--- config.mk ---
export PLATFORM = sky130hd
export DESIGN_NAME = imem_fetch
export DESIGN_NICKNAME = d
export VERILOG_FILES = /design/src/rtl/imem_fetch.sv
export SDC_FILE = /design/constraint.sdc
export NUM_CORES = 1
export LEC_CHECK = 0
export ABC_CLOCK_PERIOD_IN_PS = 10200
export BUFFER_PORTS_ARGS = -buffer_cell sky130_fd_sc_hd__buf_2
export CORE_MARGIN = 2
export CORE_UTILIZATION = 52
export CTS_CLUSTER_SIZE = 10
export DETAILED_ROUTE_END_ITERATION = 8
export PLACE_DENSITY = 0.77
export SYNTH_ARGS = -nofsm -noshare
export SYNTH_HDL_FRONTEND = slang
export SYNTH_SLANG_ARGS = --single-unit
--- constraint.sdc ---
create_clock -name clk -period 10.2 [get_ports clk]
set_input_delay 1.53 -clock clk [delete_from_list [all_inputs] [get_ports clk]]
set_output_delay 1.53 -clock clk [all_outputs]
set_load 0.01 [all_outputs]
--- src/rtl/imem_fetch.sv ---
// -----------------------------------------------------------------------------
// imem_fetch
//
// Instruction fetch unit between the PC register and instruction memory.
// Fetch addresses are accepted from the PC side one at a time. Each aligned
// address becomes a single outstanding req/ack transaction to instruction
// memory. Fetched words, tagged with their PC, are queued in a small FIFO that
// the decoder drains with valid/ready. A misaligned address does not go to
// memory. It is queued directly as a fault entry. A flush empties the FIFO and
// throws away the response of any request that is still outstanding.
//
// Parameters
//   DEPTH     instruction buffer entries (>= 1, power of two)
//   RESET_PC  value of mem_addr after reset
//
// Ports
//   clk            clock, all state updates on the rising edge
//   rst            asynchronous active-high reset
//   pc_in          fetch address
//   pc_valid       pc_in valid
//   pc_ready       address accepted when pc_valid && pc_ready at a rising edge
//   flush          discard buffered and in-flight fetches
//   mem_req        memory request, held until mem_ack
//   mem_addr       request address, stable while mem_req=1
//   mem_ack        response valid, only looked at while mem_req=1
//   mem_rdata      instruction word, valid with mem_ack
//   instr_out      head-of-buffer instruction word
//   instr_pc       PC of the head entry
//   instr_misalign head entry is a misalignment fault
//   instr_valid    buffer non-empty
//   instr_ready    decoder pops the head when instr_valid && instr_ready
// -----------------------------------------------------------------------------
module imem_fetch #(
  parameter int          DEPTH    = 2,
  parameter logic [31:0] RESET_PC = 32'h00400000
) (
  input  logic        clk,
  input  logic        rst,
  input  logic [31:0] pc_in,
  input  logic        pc_valid,
  output logic        pc_ready,
  input  logic        flush,
  output logic        mem_req,
  output logic [31:0] mem_addr,
  input  logic        mem_ack,
  input  logic [31:0] mem_rdata,
  output logic [31:0] instr_out,
  output logic [31:0] instr_pc,
  output logic        instr_misalign,
  output logic        instr_valid,
  input  logic        instr_ready
);

  // DEPTH=1 would give a zero-width pointer, so keep at least one bit.
  localparam int PTR_W = (DEPTH > 1) ? $clog2(DEPTH) : 1;
  localparam int CNT_W = $clog2(DEPTH + 1);

  typedef enum logic [1:0] {
    IDLE = 2'd0,
    WAIT = 2'd1,
    DROP = 2'd2
  } state_t;

  state_t             state_q, state_d;
  logic               mem_req_q, mem_req_d;
  logic [31:0]        mem_addr_q, mem_addr_d;
  logic [CNT_W-1:0]   count_q, count_d;
  logic [PTR_W-1:0]   wr_ptr_q, wr_ptr_d;
  logic [PTR_W-1:0]   rd_ptr_q, rd_ptr_d;

  logic [31:0]        buf_instr_q [DEPTH];
  logic [31:0]        buf_pc_q    [DEPTH];
  logic               buf_mis_q   [DEPTH];

  logic               accept;
  logic               push_req;
  logic               do_push;
  logic               do_pop;
  logic [31:0]        push_instr;
  logic [31:0]        push_pc;
  logic               push_mis;

  function automatic logic [PTR_W-1:0] ptr_inc(input logic [PTR_W-1:0] p);
    if (p == PTR_W'(DEPTH - 1)) begin
      return '0;
    end
    return p + PTR_W'(1);
  endfunction

  // pc_ready is never raised by a same-cycle pop. Because IDLE is the only
  // state that accepts, a slot that was free at accept time stays reserved
  // for the response, even though count is unchanged while in WAIT.
  assign pc_ready    = (state_q == IDLE) && (count_q < CNT_W'(DEPTH)) && !flush;
  assign accept      = pc_valid && pc_ready;
  assign instr_valid = (count_q != '0);

  assign mem_req  = mem_req_q;
  assign mem_addr = mem_addr_q;

  assign instr_out      = buf_instr_q[rd_ptr_q];
  assign instr_pc       = buf_pc_q[rd_ptr_q];
  assign instr_misalign = buf_mis_q[rd_ptr_q];

  // Fetch FSM: next state, request handshake and push source selection.
  always_comb begin
    state_d    = state_q;
    mem_req_d  = mem_req_q;
    mem_addr_d = mem_addr_q;
    push_req   = 1'b0;
    push_instr = '0;
    push_pc    = '0;
    push_mis   = 1'b0;

    case (state_q)
      IDLE: begin
        if (accept) begin
          if (pc_in[1:0] == 2'b00) begin
            mem_addr_d = pc_in;
            mem_req_d  = 1'b1;
            state_d    = WAIT;
          end else begin
            push_req = 1'b1;
            push_pc  = pc_in;
            push_mis = 1'b1;
          end
        end
      end
      WAIT: begin
        if (mem_ack) begin
          mem_req_d  = 1'b0;
          state_d    = IDLE;
          push_req   = !flush;
          push_instr = mem_rdata;
          push_pc    = mem_addr_q;
        end else if (flush) begin
          // The request cannot be withdrawn. Keep it up and discard its response.
          state_d = DROP;
        end
      end
      DROP: begin
        if (mem_ack) begin
          mem_req_d = 1'b0;
          state_d   = IDLE;
        end
      end
      default: begin
        mem_req_d = 1'b0;
        state_d   = IDLE;
      end
    endcase
  end

  // flush overrides both push and pop on the same edge.
  assign do_push = push_req && !flush;
  assign do_pop  = instr_valid && instr_ready && !flush;

  always_comb begin
    count_d  = count_q;
    wr_ptr_d = wr_ptr_q;
    rd_ptr_d = rd_ptr_q;
    if (flush) begin
      count_d  = '0;
      wr_ptr_d = '0;
      rd_ptr_d = '0;
    end else begin
      if (do_push) begin
        wr_ptr_d = ptr_inc(wr_ptr_q);
      end
      if (do_pop) begin
        rd_ptr_d = ptr_inc(rd_ptr_q);
      end
      case ({do_push, do_pop})
        2'b10:   count_d = count_q + CNT_W'(1);
        2'b01:   count_d = count_q - CNT_W'(1);
        default: count_d = count_q;
      endcase
    end
  end

  always_ff @(posedge clk or posedge rst) begin
    if (rst) begin
      state_q    <= IDLE;
      mem_req_q  <= 1'b0;
      mem_addr_q <= RESET_PC;
      count_q    <= '0;
      wr_ptr_q   <= '0;
      rd_ptr_q   <= '0;
    end else begin
      state_q    <= state_d;
      mem_req_q  <= mem_req_d;
      mem_addr_q <= mem_addr_d;
      count_q    <= count_d;
      wr_ptr_q   <= wr_ptr_d;
      rd_ptr_q   <= rd_ptr_d;
    end
  end

  // One register set per buffer entry. Entries keep their contents across a
  // flush. Only the pointers and the count are cleared.
  generate
    for (genvar gi = 0; gi < DEPTH; gi++) begin : g_entry
      always_ff @(posedge clk or posedge rst) begin
        if (rst) begin
          buf_instr_q[gi] <= '0;
          buf_pc_q[gi]    <= '0;
          buf_mis_q[gi]   <= 1'b0;
        end else if (do_push && (wr_ptr_q == PTR_W'(gi))) begin
          buf_instr_q[gi] <= push_instr;
          buf_pc_q[gi]    <= push_pc;
          buf_mis_q[gi]   <= push_mis;
        end
      end
    end
  endgenerate

endmodule

=== Word level (Yosys, flattened, before mapping) ===
Cells that the tools add are included.

* Input port bits: 70
* Memories: 0
* Bits in latches: 0
* Bits in read-only memories: 0
* Register bits after elaboration: 169
* Output and inout bits: 100
* Memory bits (writable): 0
* Word-level logic and storage cells: 94

* Reductions and logical operators: 19
* $mul: 0
* Bitwise gates (word level): 2
* Magnitude comparators: 2
* Divide/modulo/power cells: 0
* Muxes and demuxes: 46
* Equality and inequality tests: 9
* Add/subtract/negate cells: 4
* Shift-type cells: 0

{| class="wikitable"
|+ Operators by type and width
! kind !! number
|-
| 32-bit two-way mux || 11
|-
| 32-bit one-hot mux with 2 select lines || 1
|-
| 1-bit two-way mux || 24
|-
| 2-bit two-way mux || 6
|-
| 1-bit logical AND || 8
|-
| 2-bit one-hot mux with 3 select lines || 1
|-
| 3-bit AND reduction || 2
|-
| 2-bit nonzero test || 3
|-
| 2-bit by 1-bit == test with 1-bit output, second input constant || 2
|-
| 2-bit == test, second input constant || 2
|-
| 2-bit zero test || 2
|-
| 2-bit by 1-bit != test with 1-bit output, second input constant || 2
|-
| 2-bit != test, second input constant || 2
|-
| 1-bit one-hot mux with 2 select lines || 2
|-
| 2-bit one-hot mux with 2 select lines || 1
|-
| 4-bit AND reduction || 1
|-
| 3-bit != test, second input constant || 1
|-
| 3-bit nonzero test || 1
|-
| 1-bit adder, second input constant || 2
|-
| 2-bit by 1-bit adder with 2-bit output, second input constant || 1
|-
| 2-bit greater-or-equal comparator, second input constant || 1
|-
| 2-bit < comparator, second input constant || 1
|-
| 1-bit inverter with 2-bit output || 1
|-
| 2-bit OR reduction || 1
|-
| 3 further kinds || 3
|}

=== Depth between registers and ports, before layout ===
Gate-level depths: netlist of the first run.

* Depth after elaboration: 12
* Gate-level depth with buffers: 8
* Depth with buffers taken out: 6

=== Worst setup path after synthesis of the first run ===
Ideal clock, no wire load.

* Path type: input to output
* Start: in flush
* End: out pc_ready
* Stages on the path: 1
* Path buffers: 0
* Setup slack: 6831 ps
* Data required time: 8670 ps
* Arrival: 1839 ps
* Cells stage by stage: nor3b_1

* Longest elaborated chain between the ends: 2

{| class="wikitable"
|+ RTL lines
! element !! line !! text
|-
| from (decl) || 42 || <nowiki>input logic flush,</nowiki>
|-
| 1-bit zero test || 93 || <nowiki>assign pc_ready = (state_q == IDLE) && (count_q < CNT_W'(DEPTH)) && !flush;</nowiki>
|-
| 1-bit logical AND || 93 ||
|-
| to (decl) || 41 || <nowiki>output logic pc_ready,</nowiki>
|}

Every way passes these cells.

=== Worst setup path in the final report of the first run ===
* Start: reg rd_ptr_q
* End: out instr_pc[30]

* Longest elaborated chain between the ends: 4

{| class="wikitable"
|+ RTL lines
! element !! line !! text
|-
| from (decl) || 69 || <nowiki>logic [PTR_W-1:0] rd_ptr_q, rd_ptr_d;</nowiki>
|-
| from (signal assigned) || 194 || <nowiki>rd_ptr_q <= rd_ptr_d;</nowiki>
|-
| 1-bit inverter with 2-bit output (implied by the code) || 101 || <nowiki>assign instr_pc = buf_pc_q[rd_ptr_q];</nowiki>
|-
| 32-bit two-way mux (implied by the code) (3 in a row) || 101 ||
|-
| to (decl) || 48 || <nowiki>output logic [31:0] instr_pc,</nowiki>
|}

Every way passes these cells. The select of a mux whose other input is x is not followed.

==> results list, run 1 <==
- Minimum setup slack among reg-to-reg paths: 7.35 ns
- Fmax: 0.2522 GHz
- The clock net in this run drives a total of 169 sinks.
* Critical Path Start Type: flop
- Initial cell density of the core: 53.45%
- Final design instance area without fill: 9360 um^2
- Summing every instance area after synthesis gives 7797 um^2.
- For this design the ratio of total power to cell area is 312.6 nW/um^2.
* Per-cell via count in the routed design: 6.060
* RSZ-0062 raised after global routing: false
- After synthesis, the cell types taking the most area are sky130_fd_sc_hd__dfrtp_1 54%, sky130_fd_sc_hd__mux2_2 14%, sky130_fd_sc_hd__o221a_2 4.3%, sky130_fd_sc_hd__a22o_1 3.6%, sky130_fd_sc_hd__o2bb2ai_1 3.5%.
* Final period util: 38.87%
- Global-route wire length before repair: 33060 um
- The worst register-to-register path ends at buf_instr_q[58]$_DFFE_PP0P_.
* Most frequent standard cell in the layout excluding fill and tap cells: sky130_fd_sc_hd__buf_2
- Y dimension of the die: 126.5 um
* Sum of routed wire length over all layers: 20190 um
- The largest individual stage delay along the critical path comes from the cell sky130_fd_sc_hd__dfrtp_2.
- Chip width: 126.5 um
* Router iterations before antenna repair: 5
- Die footprint: 15990 um^2
- Post-CTS setup buffer count: 0
- Cells with a size suffix above 1 make up 42.65% of the layout.
* Post-synthesis cell type count: 36
- The number of max-slew violations in the final report is 0.
- Skew-Pair Late Insertion Delay: 0.42 ns
* Vias in the first global route: 6319
- Tracing the worst setup path back leads to its startpoint at rd_ptr_q$_DFFE_PP0P_.
- The worst register-to-register path has a depth of 7.
- Counting flops and latches in the post-synthesis netlist gives 169.
- DRC viols: 0
- The total area inside the core boundary comes to 14590 um^2.
* Overall routing resource usage: 25.93%
* Critical path data required time: 8.67 ns
- Register area: 4232 um^2
- MaxCap Viol Count: 0
- Power Total: 2.926 mW
- In this run the worst path has a maximum fanout of 41.
* Final worst path period need: 3.965 ns
- Post-Place Cell Area: 8776 um^2
- Clock-pin slew was measured on the worst setup and hold paths at 0.06 ns.
* Peak per-stage delay on the critical path: 0.79 ns
* Sum Neg Setup Slack: 0 ns
* Sequential share of the synthesized area: 54.25%
- Global routing consumed, on the met2 layer, 43.13% of the routing resources.
* Maximum VDD drop: 0.0001840 V
* Average wire per standard cell: 20.03 um
- Worst min-delay path startpoint: buf_mis_q[1]$_DFFE_PP0P_
* Hold-fix buffer count after cts: 0
- The initial antenna violation count was 1.
- A synthesized cell averages 11.78 um^2.
- After global routing the overflow that remains totals 0.
- M3 GR Usage: 5.905%
- Filler Cells Inserted: 1098
- Slew at the pin closest to its max-slew limit: 1.218 ns
- For met1 alone, demand over resource in global routing was 33.77%.
- Final weighted congestion in routability-driven placement: 0.8154
- Clock skew on the completed layout was measured at 0.01075 ns.
- The number of clock buffers added by TritonCTS is 17.
- The worst register-to-register path begins at state_q[0]$_DFFE_PP0P_.
* Count of nets after finishing: 884
- Detailed router's first-iteration violation count: 507
- The H-tree generated during clock tree synthesis spans 4 levels.
- Result of the run: finished, final reports clean
- Most heavily used metal layer in global routing: met2
* End point of the critical path: instr_pc[30]
- The wire-length estimate of the detail-placed layout is 12870 um.
- The detailed router placed 6108 vias in this run.
* Path category of the worst min-delay check: flop to flop
- The floorplan has 44 rows.
- Biggest area consumer among synthesized cells: sky130_fd_sc_hd__dfrtp_1
- Synthesized instance count: 662
- Pin count of the biggest net entering global routing: 96
- The setup path with the least slack is of type flop to primary output.
- Total I/O pin count: 170
- After synthesis, the largest area contributor takes up 53.92% of total cell area.
- Arrival time at the worst endpoint: 2.43 ns
* Buffer cell driving the clock tree root: sky130_fd_sc_hd__clkbuf_16
- Summing all multi-input logic gate instances after layout gives 3358 um^2.
- Top library cells by usage in the layout, fill and taps aside: 169 x sky130_fd_sc_hd__buf_2, 167 x sky130_fd_sc_hd__dfrtp_1, 96 x sky130_fd_sc_hd__mux2_2
* Port buffer count: 169
* Remaining antenna violation count after routing: 0
* Relative area change from synthesis to final layout: 20.04%
* Cell-by-cell listing of the critical path: buf_4, mux2_2, buf_2
- In this run, post-CTS repair resized a total of 0 instances.
- The final count of hold timing violations was 0.
- TritonCTS built the clock tree.
- Critical path capture point type: primary output
- Headroom to the max-slew limit came out at 18.63%.
- Number of warning messages in the yosys log: 0
* Post-Synthesis Net Count: 736
- Longest Clk Path Bufs: 2
- Leakage power: 4.463 nW
- Setup violations remaining at the end of the flow were counted as 0.
==> state kept, by name (all words and copies together) (netlist names) <==
name,cells
state_q,2
mem_req,1
mem_addr,32
wr_ptr_q,1
count_q,2
buf_mis_q,2
buf_pc_q,64
buf_instr_q,64
rd_ptr_q,1
==> stage by stage <==
step / std cells / setup slack, ns / util, % / hold WS [ns]
after floorplan: 662 / 4.097 / - / 0.4454
after global placement: 975 / 6.134 / 60.15 / 0.4594
after detailed placement: 975 / 6.068 / 60.15 / 0.4676
after CTS: 1007 / 6.243 / 64.14 / 0.4811
after global routing: 1008 / 6.161 / 64.16 / 0.4942
final: 1008 / 6.235 / 64.16 / 0.4770
==> cell type report <==
cell class	count	share of cell area, %
flip-flops and latches	169	45.21
multi-input cells	437	35.88
repair buffers	181	9.999
clock buffers	22	4.959
well taps	184	2.460
clock inverters	10	1.257
inverters	4	0.2139
diodes	1	0.02673
==> where the power goes <==
part,switching (mW),internal (mW),leakage (nW)
logic,0.543,0.571,2.05
registers,0.196,0.978,2.14
clock network,0.264,0.375,0.273
total,1.00,1.92,4.46
==> worst min-delay path by stage <==
stage | endpoint | slack, ns | cells past startpoint
finish | buf_mis_q[1]$_DFFE_PP0P_ | 0.48 | 1
global route | buf_pc_q[28]$_DFFE_PP0P_ | 0.49 | 1
CTS | buf_mis_q[1]$_DFFE_PP0P_ | 0.48 | 1
detailed placement | buf_mis_q[1]$_DFFE_PP0P_ | 0.47 | 1
global placement | buf_mis_q[1]$_DFFE_PP0P_ | 0.46 | 1
floorplan | buf_mis_q[1]$_DFFE_PP0P_ | 0.45 | 1
==> metal layers <==
layer	wire (um)	share of wire, %
met1	8381	42
met2	10080	50
met3	1437	7.1
met4	298	1.5
met5	0	0
==> kinds of logic after synthesis <==
kind of cell	after synthesis	synth area share, %
mux	99	14.25
buf+inv	56	2.936
xor+xnor	2	0.2247
flops	169	54.25
compound gates	178	17.65
simple gates	154	10.05
fa+ha+maj	4	0.6419
==> critical path: cells and delay by family (launching register included) <==
kind	cells	cell delay, ns
buf+inv	2	0.77
flops	1	0.79
mux	1	0.42
==> synth_stat cells (all sizes together) <==
cell,number
nor2,7
and3,30
mux2,96
a22oi,2
and2,3
nand2b,1
nand2,72
a2bb2oi,2
nand3,1
o21ai,40
clkbuf,37
ha,4
xor2,2
inv,4
a311oi,1
a21oi,36
nor3b,1
mux2i,3
dfrtp,168
nor2b,5
or3,31
dfstp,1
nor4bb,2
o22a,1
or2,1
buf,15
o221a,30
a21o,1
o2bb2ai,31
o41ai,1
a22o,32
o21ba,1
(Power assumes the default switching activity.)
==> run 2: changes to the inputs <==
Settings changed: ABC_AREA from default to 1, ABC_CLOCK_PERIOD_IN_PS 10200 to 3180, CORE_UTILIZATION 52 to 49, PLACE_DENSITY 0.77 to 0.76.
Clock period 10.2 ns to 3.18 ns, I/O delays scaled along.
==> results list, run 2 <==
- The maximum number of buffers from clock root to sink was 2 (unchanged).
- Post-CTS setup buffer count: 0 (unchanged)
- Maximum VDD drop: 0.0005044 V (was 0.0001840 V)
* Path category of the worst min-delay check: input port to asynchronous set/reset pin (was flop to flop)
* Final setup skew: 0.007692 ns (was 0.01075 ns)
- Synthesized instance count: 969 (was 662)
* Overall routing resource usage: 22.38% (was 25.93%)
- The fraction of the mapped netlist area in compound gates was 15.98% (was 17.65%).
- Final Hold Vio Count: 0 (unchanged)
* Critical path class: flop to primary output (unchanged)
- Top cell types by occurrence after synthesis: 349 x sky130_fd_sc_hd__nand2_1, 168 x sky130_fd_sc_hd__dfrtp_1, 157 x sky130_fd_sc_hd__o21ai_0, 76 x sky130_fd_sc_hd__inv_1, 65 x sky130_fd_sc_hd__nor2_1 (was 168 x sky130_fd_sc_hd__dfrtp_1, 96 x sky130_fd_sc_hd__mux2_2, 71 x sky130_fd_sc_hd__nand2_1, 38 x sky130_fd_sc_hd__o21ai_0, 37 x sky130_fd_sc_hd__clkbuf_1)
* Vias in the first global route: 6172 (was 6319)
- The via count is 6626 (was 6108).
- The insertion delay to the later sink of the worst-skew pair was 0.43 ns (was 0.42 ns).
- Total I/O pin count: 170 (unchanged)
- The total CTS buffers came to 17 (unchanged).
- The number of enable-type register cells in the synthesized netlist was 0 (unchanged).
* Final count of negative-setup-slack endpoints: 0 (unchanged)
- Startpoint of the lowest-slack register-to-register path: state_q[0]$_DFFE_PP0P_ (unchanged)
- Sequential share of the synthesized area: 54.68% (was 54.25%)
- Initial antenna violation count: 0 (was 1)
* Grt total ovfl: 0 (unchanged)
- The slack of the worst reg-to-reg path was 0.74 ns (was 7.35 ns).
- Per-cell via count in the routed design: 4.971 (was 6.060)
- The number of rows created at floorplan came to 45 (was 44).
- The post-synthesis simple-gate area fraction came to 21.14% (was 10.04%).
* MaxCap Viol Count: 0 (unchanged)
* Top library cells by usage in the layout, fill and taps aside: 349 x sky130_fd_sc_hd__nand2_1, 169 x sky130_fd_sc_hd__buf_2, 167 x sky130_fd_sc_hd__dfrtp_1 (was 169 x sky130_fd_sc_hd__buf_2, 167 x sky130_fd_sc_hd__dfrtp_1, 96 x sky130_fd_sc_hd__mux2_2)
- The CTS sink count was 169 (unchanged).
- Most area-consuming cells after synthesis: sky130_fd_sc_hd__dfrtp_1 54%, sky130_fd_sc_hd__nand2_1 17%, sky130_fd_sc_hd__o21ai_0 10%, sky130_fd_sc_hd__inv_1 3.7%, sky130_fd_sc_hd__nor2_1 3.2% (was sky130_fd_sc_hd__dfrtp_1 54%, sky130_fd_sc_hd__mux2_2 14%, sky130_fd_sc_hd__o221a_2 4.3%, sky130_fd_sc_hd__a22o_1 3.6%, sky130_fd_sc_hd__o2bb2ai_1 3.5%).
- Die footprint: 16810 um^2 (was 15990 um^2)
- The multiplexer fraction of the synthesized cell area came to 0% (was 14.25%).
- Power per unit of standard cell area: 1001 nW/um^2 (was 312.6 nW/um^2)
- Global-route wire length before repair: 29610 um (was 33060 um)
* Ys flop type: sky130_fd_sc_hd__dfrtp_1 (unchanged)
- The fraction of layout instances using a drive strength above 1 came to 20.14% (was 42.65%).
- Chip width: 129.7 um (was 126.5 um)
* Remaining antenna violation count after routing: 0 (unchanged)
- Count of H-tree levels built during CTS: 4 (unchanged)
* Adder and majority gate portion of the synthesized area: 0.6469% (was 0.6418%)
- The number of warnings issued by yosys came to 0 (unchanged).
- The number of flip-flops and latches in the synthesized netlist came to 169 (unchanged).
- The area growth from synthesis to final layout was 21.30% (was 20.04%).
* Y dimension of the die: 129.7 um (was 126.5 um)
- Critical path data required time: 2.70 ns (was 8.67 ns)
* Count of nets after finishing: 1183 (was 884)
- The maximum number of pins on one net before global-route repair came to 69 (was 96).
- Post-cts repair resize count: 0 (unchanged)
- Average footprint of a synthesized cell: 7.984 um^2 (was 11.78 um^2)
* Count of cells along the worst register-to-register path: 9 (was 7)
* Biggest area consumer among synthesized cells: sky130_fd_sc_hd__dfrtp_1 (unchanged)
- Xor and xnor area share after synthesis: 0% (was 0.2246%)
* Final period util: 81.15%
* Final worst path period need: 2.581 ns
- The main combinational cell family by area after synthesis is simple AND/OR/NAND/NOR gates (was compound AO/OA/AOI/OAI gates).
- Derived from the worst setup path, the maximum achievable clock frequency is 0.3875 GHz.
- Largest fanout on the critical path: 58 (was 41)
- The leakage power total was 4.933 nW (was 4.463 nW).
- Utilization after layout: 61.27% (was 64.16%)
* Post-Synthesis Net Count: 1043 (was 736)
- The transition time of the tightest slew-check pin came to 0.9082 ns (was 1.218 ns).
- Most frequent standard cell in the layout excluding fill and tap cells: sky130_fd_sc_hd__nand2_1 (was sky130_fd_sc_hd__buf_2)
- Sum of routed wire length over all layers: 18330 um (was 20190 um)
- Proportion of register bits with asynchronous set or reset after synthesis: 100.0% (unchanged)
- The sum of negative setup slack is 0 ns (unchanged).
* Total core area: 15310 um^2 (was 14590 um^2)
- Router iterations before antenna repair: 5 (unchanged)
- Post-CTS clock slew at the launch and capture registers of the worst setup and hold paths: 0.06 ns (about the same)
* Post-synthesis cell type count: 20 (was 36)
* Critical path capture point type: primary output (unchanged)
- The data arrival time of the critical path was 2.10 ns (was 2.43 ns).
- RSZ-0062 raised after global routing: false (unchanged).
- The count of hold buffers inserted by post-cts repair was 0 (unchanged).
- Fraction of synthesized cell area taken by the top area cell type: 54.34% (was 53.92%)
- The number of input and output port buffers inserted is 169 (unchanged).
* Count of inserted antenna diode cells: 0 (was 1)
- Final weighted congestion in routability-driven placement: 0.7806 (was 0.8154)
- The wire length per cell came to 13.75 um (was 20.03 um).
- The HPWL after detailed placement is 11830 um (was 12870 um).
- The number of max-slew violations in the final report is 0 (unchanged).
* Detailed router's first-iteration violation count: 429 (was 507)
- Critical Path Start Type: flop (unchanged)
- The critical register-to-register path endpoint was buf_pc_q[63]$_DFFE_PP0P_ (was buf_instr_q[58]$_DFFE_PP0P_).
- DRC viols: 0 (unchanged)
- Synth Cell Area: 7736 um^2 (was 7797 um^2)
* Result of the run: finished, final reports clean (unchanged)
* Count leader, synth: sky130_fd_sc_hd__nand2_1 (was sky130_fd_sc_hd__dfrtp_1)
- The initial core utilization was 50.51% (was 53.45%).
* Buffer cell driving the clock tree root: sky130_fd_sc_hd__clkbuf_16 (unchanged)
- The headroom to the max-slew limit is 39.36% (was 18.63%).
- TritonCTS clock tree: yes (unchanged)
run 2: changes by cell type after synthesis, sizes merged, moves of 5 or more:
cell | before | now
nand2 | 72 | 353
o21ai | 40 | 168
mux2 | 96 | 0
inv | 4 | 79
nor2 | 7 | 66
a22o | 32 | 0
o2bb2ai | 31 | 0
or3 | 31 | 0
and3 | 30 | 0
o21a | 0 | 30
o221a | 30 | 0
clkbuf | 37 | 44
nor2b | 5 | 0
run 2: cell type report:
cell class	count	area, um^2
inverters	79	300.3
multi-input cells	660	2932
clock inverters	10	188.9
clock buffers	22	484.2
flip-flops and latches	169	4234
fillers	1393	5931
well taps	211	264.0
repair buffers	182	980.9
run 2: where the power goes:
part           leakage, nW  switching, mW  internal (mW)  total, mW
Clock                0.315          0.839           1.48       2.32
Combinational         2.44           2.02           1.31       3.33
Sequential            2.18          0.582           3.16       3.74
Total                 4.93           3.44           5.95       9.40
run 2: worst max path at each step:
stage	start	end	slack (ns)
5_1_grt	rd_ptr_q$_DFFE_PP0P_	instr_pc[31]	0.44
6_report	rd_ptr_q$_DFFE_PP0P_	instr_pc[31]	0.60
3_3_place_gp	flush	buf_pc_q[63]$_DFFE_PP0P_	0.82
4_1_cts	rd_ptr_q$_DFFE_PP0P_	instr_pc[31]	0.56
3_5_place_dp	flush	buf_pc_q[63]$_DFFE_PP0P_	0.75
2_1_floorplan	rst	buf_instr_q[0]$_DFFE_PP0P_	0.55
run 2: critical path, cell delays in order (launching register included):
cell and delay, ns:
sky130_fd_sc_hd__dfrtp_4 0.77, sky130_fd_sc_hd__buf_4 0.50, sky130_fd_sc_hd__nand2_1 0.09, sky130_fd_sc_hd__o21ai_0 0.11, sky130_fd_sc_hd__buf_2 0.17
run 2: cells by family after synthesis:
| kind of cell | Yosys count |
|---|---|
| DFF | 169 |
| adders and majority gates | 4 |
| and+or+nand+nor | 424 |
| AOI/OAI and AO/OA | 232 |
| buffers and inverters | 140 |
run 2: per-stage QoR:
step	cells	setup slack, ns	instance area [um^2]	power [mW]	hold slack, ns
after global placement	1301	0.8170	8711	6.990	0.4656
final	1333	0.5994	9384	9.395	0.08756
after global routing	1333	0.4406	9384	10.12	0.1261
after CTS	1333	0.5584	9384	9.471	0.09393
after detailed placement	1301	0.7546	8711	7.115	0.4730
after floorplan	969	0.5491	7740	5.932	0.4529
run 2: per-layer routing:
metal  GRT usage, %  up-vias  routed length, um
li1               -     3319                  -
met2          37.05      172               8690
met5              0        -                  0
met3          5.037       19                999
met1          29.76     3116               8375
met4          6.515        0                262
==> run 3: changes to the inputs <==
Settings changed: ABC_CLOCK_PERIOD_IN_PS 3180 to 2700, CORE_UTILIZATION 49 to 52, PLACE_DENSITY 0.76 to 0.77.
Clock period 3.18 ns to 2.7 ns, I/O delays scaled along.
==> results list, run 3 (synthesis gave the netlist of run 2 again) <==
- Result of the run: finished, final reports clean (unchanged).
- Final worst path period need: 2.357 ns
* Count of cells along the worst register-to-register path: 8 (was 9)
- Critical Path Start Type: flop (unchanged)
* Total number of vias: 6561 (was 6626)
- The count of instances resized after the clock tree is built was 0 (unchanged).
* Power per unit of standard cell area: 1170 nW/um^2 (was 1001 nW/um^2)
- Chip width: 126.0 um (was 129.7 um)
- The maximum number of buffers from clock root to sink was 2 (unchanged).
* Minimum setup slack among reg-to-reg paths: 0.64 ns (was 0.74 ns)
* Cell-internal power: 6.889 mW (was 5.955 mW)
- Total I/O pin count: 170 (unchanged)
- The final net count was 1184 (was 1183).
- The number of setup violations in the final report came to 0 (unchanged).
- Global-route wire length before repair: 30330 um (was 29610 um)
- The insertion delay to the later sink of the worst-skew pair came to 0.42 ns (was 0.43 ns).
- The initial core utilization came to 53.23% (was 50.51%).
- Relative area change from synthesis to final layout: 20.54% (was 21.30%)
- Y dimension of the die: 126.0 um (was 129.7 um)
* Buffer cell driving the clock tree root: sky130_fd_sc_hd__clkbuf_16 (unchanged)
- The critical register-to-register path endpoint was mem_addr[15]$_DFFE_PP0P_ (was buf_pc_q[63]$_DFFE_PP0P_).
- The overall routed net length was 18100 um (was 18330 um).
- Layout cells sized above 1: 19.86% (was 20.14%)
* Rel. slew slack: 39.39% (was 39.36%)
- The total CTS buffers is 17 (unchanged).
* Worst-case setup margin in the final layout: 0.3432 ns (was 0.5994 ns)
* Final weighted congestion in routability-driven placement: 0.7907 (was 0.7806)
- Final setup skew: 0.004000 ns (was 0.007692 ns)
- Fmax: 0.4243 GHz
- Startpoint of the lowest-slack register-to-register path: state_q[0]$_DFFE_PP0P_ (unchanged)
- The leakage power total came to 4.941 nW (was 4.933 nW).
* Post-CTS clock slew at the launch and capture registers of the worst setup and hold paths: 0.06 ns (about the same)
- Critical path capture point type: primary output (unchanged)
- Router iterations before antenna repair: 5 (unchanged)
- Sw power: 4.025 mW (was 3.440 mW)
* MaxCap Viol Count: 0 (unchanged)
- The transition time of the tightest slew-check pin was 0.9079 ns (was 0.9082 ns).
- The maximum fanout along the worst path is 36 (was 58).
* Maximum VDD drop: 0.0006335 V (was 0.0005044 V)
- Count of H-tree levels built during CTS: 4 (unchanged)
* Die footprint: 15870 um^2 (was 16810 um^2)
* Overall routing resource usage: 23.66% (was 22.38%)
- The most common cell after layout, fill and taps aside is sky130_fd_sc_hd__nand2_1 (unchanged).
* Clock network fraction of design power: 23.4% (was 24.7%)
- The post-route DRC violation count was 0 (unchanged).
- Grt total ovfl: 0 (unchanged)
* Utilization after layout: 64.16% (was 61.27%)
- Remaining antenna violation count after routing: 0 (unchanged)
- Number of pins with negative max-slew slack in the final report: 0 (unchanged)
* Power Total: 10.91 mW (was 9.395 mW)
- Top library cells by usage in the layout, fill and taps aside: 349 x sky130_fd_sc_hd__nand2_1, 169 x sky130_fd_sc_hd__buf_2, 167 x sky130_fd_sc_hd__dfrtp_1 (unchanged).
- Final period util: 87.29%
- RSZ-0062 raised after global routing: false (unchanged)
- Post-CTS setup buffer count: 0 (unchanged)
* End point of the critical path: instr_out[25] (was instr_pc[31])
- TritonCTS clock tree: yes (unchanged)
- The data required time at the worst endpoint is 2.30 ns (was 2.70 ns).
* Total core area: 14530 um^2 (was 15310 um^2)
* Worst slack at placement: 0.6489 ns (was 0.7546 ns)
- The via count of the first global-routing pass was 6145 (was 6172).
- The startpoint of the most critical setup path is rd_ptr_q$_DFFE_PP0P_ (unchanged).
- Flop pwr share: 40.1% (was 39.8%)
- Comb pwr share: 36.4% (was 35.5%)
- Average wire per standard cell: 13.85 um (was 13.75 um)
* Sum Neg Setup Slack: 0 ns (unchanged)
- Pin count of the biggest net entering global routing: 92 (was 69)
* Proportion of total power due to net switching: 36.88% (was 36.62%)
- The class of the most critical setup path is flop to primary output (unchanged).
- The number of input and output port buffers inserted came to 169 (unchanged).
- Count of inserted antenna diode cells: 0 (unchanged)
- The CTS sink count was 169 (unchanged).
- Smallest hold slack: 0.2326 ns (was 0.08756 ns)
- DP HPWL: 11500 um (was 11830 um)
- Cell row count: 44 (was 45)
- The class of the tightest hold or removal check is input port to flop (was input port to asynchronous set/reset pin).
- Detailed router's first-iteration violation count: 525 (was 429)
* Initial antenna violation count: 0 (unchanged)
* Per-cell via count in the routed design: 5.020 (was 4.971)
- Arrival time at the worst endpoint: 1.95 ns (was 2.10 ns)
- The final count of hold timing violations was 0 (unchanged).
## run 3: changes by cell type in the layout (fill, tap and decap cells not counted), moves of 2 or more
| cell | before | now |
|---|---|---|
| sky130_fd_sc_hd__clkinvlp_4 | 5 | 1 |
| sky130_fd_sc_hd__clkbuf_8 | 4 | 2 |
| sky130_fd_sc_hd__buf_4 | 10 | 8 |
| sky130_fd_sc_hd__buf_12 | 3 | 5 |
| sky130_fd_sc_hd__clkinv_2 | 0 | 5 |
| sky130_fd_sc_hd__clkbuf_1 | 1 | 4 |
## run 3: worst min path at each step
stage	startpoint	to	slack, ns	cells after the start
floorplan	buf_instr_q[0]$_DFFE_PP0P_	buf_instr_q[0]$_DFFE_PP0P_	0.45	2
global placement	rst	buf_pc_q[2]$_DFFE_PP0P_	0.36	2
detailed placement	rst	buf_pc_q[2]$_DFFE_PP0P_	0.37	2
CTS	pc_in[22]	mem_addr[22]$_DFFE_PP1P_	0.21	3
global route	pc_in[2]	mem_addr[2]$_DFFE_PP0P_	0.24	3
finish	pc_in[22]	mem_addr[22]$_DFFE_PP1P_	0.23	3
## run 3: worst max-delay path, stage by stage (launching register included)
cell and delay, ns:
sky130_fd_sc_hd__dfrtp_4 0.62, sky130_fd_sc_hd__inv_2 0.53, sky130_fd_sc_hd__nand2_1 0.11, sky130_fd_sc_hd__nand2_1 0.11
sky130_fd_sc_hd__buf_2 0.13
## run 3: power by group through the flow
stage                     clock, mW  combinational (mW)  sequential, mW
after floorplan                   0                2.63            4.36
after global placement            0                3.88            4.36
after detailed placement          0                3.99            4.41
after CTS                      2.58                4.02            4.38
after global routing           2.72                4.53            4.53
final                          2.56                3.98            4.38
## run 3: metal layers
metal,track usage (%),wire [um],up-vias
li1,-,-,3326
met1,34.08,8457,3020
met2,35.64,8291,193
met3,5.565,1020,22
met4,8.080,327,0
met5,0,0,-
## run 3: final cells by class
type | count | area, um^2
clock inverters | 9 | 145.1
multi-input cells | 660 | 2932
clock buffers | 23 | 467.9
repair buffers | 183 | 1016
fillers | 1272 | 5209
inverters | 79 | 300.3
flip-flops and latches | 169 | 4234
well taps | 184 | 230.2
## run 3: stage by stage
stage | instance area [um^2] | std cells
floorplan | 7740 | 969
global placement | 8702 | 1274
detailed placement | 8702 | 1274
CTS | 9325 | 1307
global route | 9325 | 1307
finish | 9325 | 1307
## run 3: what timing repair did
| item | 4_1_cts | 5_1_grt |
|---|---|---|
| hold buffers | 1 | 0 |
| endpoints found under the hold margin | 7 | 0 |
| setup endpoints to repair | 0 | 0 |
